`src/rtl/uart_pkg.sv`:
```
// Shared UART definitions: receiver state encoding, legal oversampling
// ratios and the parity convention common to transmitter and receiver.
package uart_pkg;

    typedef enum logic [2:0] {
        ST_IDLE   = 3'd0,
        ST_START  = 3'd1,
        ST_DATA   = 3'd2,
        ST_PARITY = 3'd3,
        ST_STOP   = 3'd4
    } rx_state_e;

    localparam int OS_8  = 8;
    localparam int OS_16 = 16;
    localparam int OS_32 = 32;

    localparam logic PAR_EVEN = 1'b0;
    localparam logic PAR_ODD  = 1'b1;

    function automatic logic os_legal(input int os);
        return (os == OS_8) || (os == OS_16) || (os == OS_32);
    endfunction

    // Parity bit that makes the frame's total one-count even (typ=0) or odd (typ=1).
    function automatic logic parity_bit(input logic [7:0] data, input logic typ);
        return (^data) ^ typ;
    endfunction

endpackage

```
`src/rtl/rx_bit_sampler.sv`:
```
// Three-point majority sampler: captures the line at H-1 and H, and votes
// with the live sample at H+1, when decide_o strobes.
module rx_bit_sampler #(
    parameter int OVERSAMPLE = 8
) (
    input  logic                          clk_i,
    input  logic                          rst_i,
    input  logic                          rx_i,
    input  logic [$clog2(OVERSAMPLE)-1:0] edge_cnt_i,
    output logic                          bit_o,
    output logic                          decide_o
);
    localparam int CW = $clog2(OVERSAMPLE);
    localparam int H  = OVERSAMPLE / 2;
    localparam logic [CW-1:0] POS_A   = CW'(H - 1);
    localparam logic [CW-1:0] POS_B   = CW'(H);
    localparam logic [CW-1:0] POS_DEC = CW'(H + 1);

    logic s0_q, s1_q;

    always_ff @(posedge clk_i or posedge rst_i) begin
        if (rst_i) begin
            s0_q <= 1'b1;
            s1_q <= 1'b1;
        end else begin
            if (edge_cnt_i == POS_A) s0_q <= rx_i;
            if (edge_cnt_i == POS_B) s1_q <= rx_i;
        end
    end

    assign bit_o    = (s0_q & s1_q) | (s0_q & rx_i) | (s1_q & rx_i);
    assign decide_o = (edge_cnt_i == POS_DEC);

endmodule

```
`src/rtl/uart_rx.sv`:
```
// Oversampling UART receiver: 8N1 frames with optional even/odd parity,
// byte output with a one-cycle valid strobe and per-frame error pulses.
module uart_rx
    import uart_pkg::*;
#(
    parameter int OVERSAMPLE = 8
) (
    input  logic       CLK,
    input  logic       RST,
    input  logic       RX_IN,
    input  logic       PAR_EN,
    input  logic       PAR_TYP,
    output logic [7:0] P_DATA,
    output logic       Data_Valid,
    output logic       PAR_ERR,
    output logic       STP_ERR,
    output logic       busy,
    output rx_state_e  dbg_state_o
);
    // Handshake: Data_Valid/PAR_ERR/STP_ERR are single-cycle pulses with no
    // back-pressure; P_DATA is only meaningful (and only changes) with Data_Valid.
    localparam int CW = $clog2(OVERSAMPLE);
    localparam logic [CW-1:0] EDGE_LAST = CW'(OVERSAMPLE - 1);

    logic [1:0]    sync_q;
    logic          rx_s;
    rx_state_e     state_q;
    logic [CW-1:0] edge_cnt_q, edge_cnt_d;
    logic [2:0]    bit_cnt_q;
    logic [7:0]    shift_q, p_data_q;
    logic          par_en_q, par_typ_q, par_fail_q;
    logic          armed_q, fin_q, fin_stop_q;
    logic          valid_q, par_err_q, stp_err_q, busy_q;
    logic          bit_wrap, smp_bit, smp_decide;

    always_ff @(posedge CLK or posedge RST) begin
        if (RST) sync_q <= 2'b11;
        else     sync_q <= {sync_q[0], RX_IN};
    end

    assign rx_s     = sync_q[1];
    assign bit_wrap = (edge_cnt_q == EDGE_LAST);

    always_comb begin
        edge_cnt_d = bit_wrap ? '0 : edge_cnt_q + CW'(1);
    end

    rx_bit_sampler #(.OVERSAMPLE(OVERSAMPLE)) u_sampler (
        .clk_i      (CLK),
        .rst_i      (RST),
        .rx_i       (rx_s),
        .edge_cnt_i (edge_cnt_q),
        .bit_o      (smp_bit),
        .decide_o   (smp_decide)
    );

    always_ff @(posedge CLK or posedge RST) begin
        if (RST) begin
            state_q    <= ST_IDLE;
            edge_cnt_q <= '0;
            bit_cnt_q  <= '0;
            shift_q    <= '0;
            p_data_q   <= '0;
            par_en_q   <= 1'b0;
            par_typ_q  <= 1'b0;
            par_fail_q <= 1'b0;
            armed_q    <= 1'b1;
            fin_q      <= 1'b0;
            fin_stop_q <= 1'b1;
            valid_q    <= 1'b0;
            par_err_q  <= 1'b0;
            stp_err_q  <= 1'b0;
            busy_q     <= 1'b0;
        end else begin
            valid_q   <= 1'b0;
            par_err_q <= 1'b0;
            stp_err_q <= 1'b0;
            busy_q    <= (state_q != ST_IDLE);

            // Frame verdict is published one cycle after the stop decision so
            // the FSM is already free to catch a back-to-back start bit.
            if (fin_q) begin
                fin_q <= 1'b0;
                if (fin_stop_q && !par_fail_q) begin
                    p_data_q <= shift_q;
                    valid_q  <= 1'b1;
                end else begin
                    par_err_q <= par_fail_q;
                    stp_err_q <= !fin_stop_q;
                end
            end

            case (state_q)
                ST_IDLE: begin
                    if (!armed_q) begin
                        if (rx_s) armed_q <= 1'b1;
                    end else if (!rx_s) begin
                        state_q    <= ST_START;
                        edge_cnt_q <= CW'(1);
                        bit_cnt_q  <= '0;
                        par_en_q   <= PAR_EN;
                        par_typ_q  <= PAR_TYP;
                        par_fail_q <= 1'b0;
                    end
                end
                ST_START: begin
                    edge_cnt_q <= edge_cnt_d;
                    if (smp_decide && smp_bit) begin
                        state_q    <= ST_IDLE;
                        edge_cnt_q <= '0;
                    end else if (bit_wrap) begin
                        state_q <= ST_DATA;
                    end
                end
                ST_DATA: begin
                    edge_cnt_q <= edge_cnt_d;
                    if (smp_decide) shift_q[bit_cnt_q] <= smp_bit;
                    if (bit_wrap) begin
                        if (bit_cnt_q == 3'd7) state_q <= par_en_q ? ST_PARITY : ST_STOP;
                        else                   bit_cnt_q <= bit_cnt_q + 3'd1;
                    end
                end
                ST_PARITY: begin
                    edge_cnt_q <= edge_cnt_d;
                    if (smp_decide) par_fail_q <= (smp_bit != parity_bit(shift_q, par_typ_q));
                    if (bit_wrap) state_q <= ST_STOP;
                end
                ST_STOP: begin
                    edge_cnt_q <= edge_cnt_d;
                    if (smp_decide) begin
                        state_q    <= ST_IDLE;
                        edge_cnt_q <= '0;
                        fin_q      <= 1'b1;
                        fin_stop_q <= smp_bit;
                        // A low stop bit disarms IDLE so a stuck-low line reports once.
                        armed_q    <= smp_bit;
                    end
                end
                default: begin
                    state_q    <= ST_IDLE;
                    edge_cnt_q <= '0;
                end
            endcase
        end
    end

    assign P_DATA      = p_data_q;
    assign Data_Valid  = valid_q;
    assign PAR_ERR     = par_err_q;
    assign STP_ERR     = stp_err_q;
    assign busy        = busy_q;
    assign dbg_state_o = state_q;

endmodule
```
`config.mk`:
```
export PLATFORM = sky130hd
export DESIGN_NAME = uart_rx
export DESIGN_NICKNAME = d
export VERILOG_FILES = /design/src/rtl/uart_pkg.sv /design/src/rtl/rx_bit_sampler.sv /design/src/rtl/uart_rx.sv
export SDC_FILE = /design/constraint.sdc
export NUM_CORES = 1
export LEC_CHECK = 0
export CORE_ASPECT_RATIO = 1.75
export CORE_MARGIN = 3
export CORE_UTILIZATION = 35
export CTS_BUF_LIST = sky130_fd_sc_hd__clkbuf_8
export DETAILED_ROUTE_END_ITERATION = 16
export GPL_TIMING_DRIVEN = 0
export SLEW_MARGIN = 20
export SYNTH_ARGS = -nofsm -noshare
export SYNTH_HDL_FRONTEND = slang
export SYNTH_SLANG_ARGS = --single-unit
export TNS_END_PERCENT = 5
```
`constraint.sdc`:
```
create_clock -name CLK -period 1.6 [get_ports CLK]
set_input_delay 0.32 -clock CLK [delete_from_list [all_inputs] [get_ports CLK]]
set_output_delay 0.32 -clock CLK [all_outputs]
set_load 0.02 [all_outputs]
```
==> flow_summary.json <==
{
  "r2r_cells": 5,
  "finalCriticalPeriod_ns": 1.66,
  "synthFlopType": "dfrtp_1",
  "grt_max_degree": 35,
  "post-route-period-util_pct": 104,
  "multi_input_area_um2": 933,
  "drtAntennaViolNets": 0,
  "synth_top_cell_area_share_pct": 43.8,
  "rrSetupSlack_ns": -0.06,
  "holdWs_ns": 0.219,
  "syn-num-nets": 184,
  "synth_top_area_cell": "dfrtp_1",
  "rows": 34,
  "cts_num_sinks": 39,
  "vias": 1312,
  "clk_latency_ns": 0.29,
  "max_freq_mhz": 603,
  "setup_slack_ns": -0.0593,
  "diodes": 0,
  "seq_area_um2": 987,
  "holdCritPathClass": "input pin to async pin",
  "wl_per_cell_um": 14.5,
  "syn_avg_cell_area_um2": 11.0,
  "drive_gt1_share_pct": 32.8,
  "tritoncts": "built",
  "cts_hold_buf": 0,
  "synth_cell_types": 44,
  "htree_levels": 2,
  "maxSlewViolCount": 0,
  "place_ws_ns": -0.214,
  "reg2reg_to": "shift_q[0]$_DFFE_PP0P_",
  "yosysSeqAreaShare_pct": 52.2,
  "drt_pass1_iterations": 4,
  "relSlewSlack_pct": 74.5,
  "die_area_mm2": 0.00633,
  "yosysWarnings": 0,
  "power_density_mw_per_mm2": 1530,
  "nets": 215,
  "critPathLaunch": "dbg_state_o[1]$_DFFE_PP0P_",
  "worst_ep_arrival_time_ns": 1.85,
  "synth_cells": 172,
  "failed_checks": "negative setup slack",
  "drt_iter0_markers": 45,
  "cap_viol_max_count": 0,
  "fin_tns_setup_ns": -0.0630,
  "hold_viol_final": 0,
  "cp.required_ns": 1.79,
  "portBuffers": 19,
  "ir_drop_uv": 623,
  "skew_ns": 0.00961,
  "cts_root_buffer": "clkbuf_8",
  "grt_overflow": 0,
  "cts_buffers": 5,
  "path_clk_slew_ns": 0.08,
  "antenna_found_initial": 0,
  "outcome": "finished, violations left",
  "place_congestion": 0.746,
  "area_delta_synth_final_pct": 29.7,
  "core-area_mm2": 0.00510,
  "yosys-top-cells-area": "dfrtp_1 44%, dfstp_2 8.4%, mux2_2 7.2%",
  "fill_cells": 474,
  "dp_hpwl_um": 2660,
  "synth-seq-cells": 39,
  "p_leak_nw": 1.23,
  "start_util_pct": 36.9,
  "rsz0062_at_grt": "true",
  "async_reset_ff_share_pct": 100,
  "die_w_um": 61.5,
  "placedCellCount": 246,
  "max-clock-path-buffers": 2,
  "pin_count": 20,
  "stdcell_count": 258,
  "synth_area_mm2": 0.00188,
  "timing.rr.start": "dbg_state_o[1]$_DFFE_PP0P_",
  "crit_type": "flop to flop",
  "total_power_mw": 3.73,
  "setup_viol": 3,
  "drc": 0,
  "fp.dieH_um": 103,
  "synth_edf_count": 0,
  "path_max_fanout": 6,
  "critPathCaptureType": "flop",
  "via_per_inst": 5.09,
  "grt_pass1_wl_um": 6240,
  "finalWirelength_um": 3730,
  "worst_slew_pin_slew_ns": 0.382,
  "start_kind": "flop",
  "track_usage_pct": 13.0,
  "grt_pass1_vias": 1365
}
sequential cells by signal, summed over array words and instances (netlist names):
signal / flops
Data_Valid: 1
PAR_ERR: 1
P_DATA: 8
STP_ERR: 1
armed_q: 1
bit_cnt_q: 3
busy: 1
dbg_state_o: 3
edge_cnt_q: 3
fin_q: 1
fin_stop_q: 1
par_en_q: 1
par_fail_q: 1
par_typ_q: 1
shift_q: 8
sync_q: 2
u_sampler.s0_q: 1
u_sampler.s1_q: 1
how the worst max path moves through the flow:
stage          slack [ns]  depth (start not counted)                         end
6_report            -0.06                          5      shift_q[0]$_DFFE_PP0P_
5_1_grt             -0.10                          6      shift_q[6]$_DFFE_PP0P_
4_1_cts             -0.12                          5      shift_q[0]$_DFFE_PP0P_
3_5_place_dp        -0.21                          7      shift_q[6]$_DFFE_PP0P_
3_3_place_gp        -0.57                          2  dbg_state_o[1]$_DFFE_PP0P_
2_1_floorplan       -0.08                          5      shift_q[0]$_DFFE_PP0P_
per-stage QoR:
step | util (%) | instance area [um2]
final | 47.9 | 2440
after global routing | 47.9 | 2440
after CTS | 45.9 | 2340
after detailed placement | 42.5 | 2170
after global placement | 42.1 | 2150
after floorplan | - | 1890
final cells by class:
cell class | count | area share (%)
Buffer | 5 | 2.20
Clock buffer | 7 | 3.94
Clock inverter | 1 | 0.307
Inverter | 10 | 1.54
Multi-Input combinational cell | 117 | 38.2
Sequential cell | 39 | 40.4
Tap cell | 54 | 2.76
Timing Repair Buffer | 25 | 10.7
synthesized netlist by cell type, drive strengths merged (2+ instances only):
cell and count:
nor2 7, mux2 13, a31oi 2, and3 3, and2 2, nor3 5
xnor2 6, dfstp 6, clkbuf 5, inv 9, nor4 3, o21ai 4
a22o 2, nand2 35, nand3 2, a21oi 5, or3b 2, nor3b 3
ha 7, dfrtp 33
cell families after synthesis:
| kind of cell | count (synthesis) | share of synthesized area [%] |
|---|---|---|
| AOI/OAI and AO/OA | 19 | 6.77 |
| buffers and inverters | 16 | 4.38 |
| xor gates and xnor gates | 8 | 4.45 |
| and+or+nand+nor | 68 | 18.5 |
| adders and majority gates | 8 | 5.18 |
| muxes | 14 | 8.50 |
| DFF | 39 | 52.2 |
placed cells by master, fill, tap and decap left out, types with 2 or more instances in the layout:
master / n
dfrtp_1: 30
mux2_4: 3
ha_1: 4
dlygate4sd2_1: 2
clkdlybuf4s50_1: 9
nand2_1: 34
nor3_4: 2
dlymetal6s2s_1: 7
nor3_1: 2
dfstp_2: 6
clkbuf_8: 9
inv_1: 8
and3_1: 3
clkbuf_4: 2
o21ai_0: 4
xnor2_1: 6
mux2_2: 10
a21oi_1: 4
dfrtp_2: 3
nor2_1: 6
a22o_2: 2
nand3_1: 2
a31oi_1: 2
buf_4: 6
nor4_2: 2
ha_2: 3
nor3b_4: 2
critical path, stage by stage, from the launching register on:
cell	delay, ns
dfrtp_2	0.37
buf_6	0.11
or3b_4	0.41
nor3_4	0.13
nor3b_4	0.23
mux2_4	0.31
repair_timing:
action                                 4_1_cts  5_1_grt
endpoints found under the hold margin        0        0
pin swaps                                    3        0
gates resized for setup                     19       20
setup endpoints to repair                   17       22
buffers inserted                             3        2
per-layer routing:
| metal | routed length (um) | vias up | GRT usage, % |
|---|---|---|---|
| met5 | 0 | - | 0 |
| met4 | 63 | 0 | 5.23 |
| met3 | 120 | 6 | 2.76 |
| met2 | 2170 | 23 | 24.8 |
| met1 | 1380 | 636 | 13.1 |
| li1 | - | 647 | - |
where the power goes:
part	switching, mW	leakage (nW)	total (mW)	internal (mW)
sequential	0.196	0.499	1.41	1.21
clock	0.350	0.0505	0.742	0.392
combinational	0.782	0.677	1.57	0.792
total	1.33	1.23	3.73	2.40
Power figures use the tool's default switching activity.
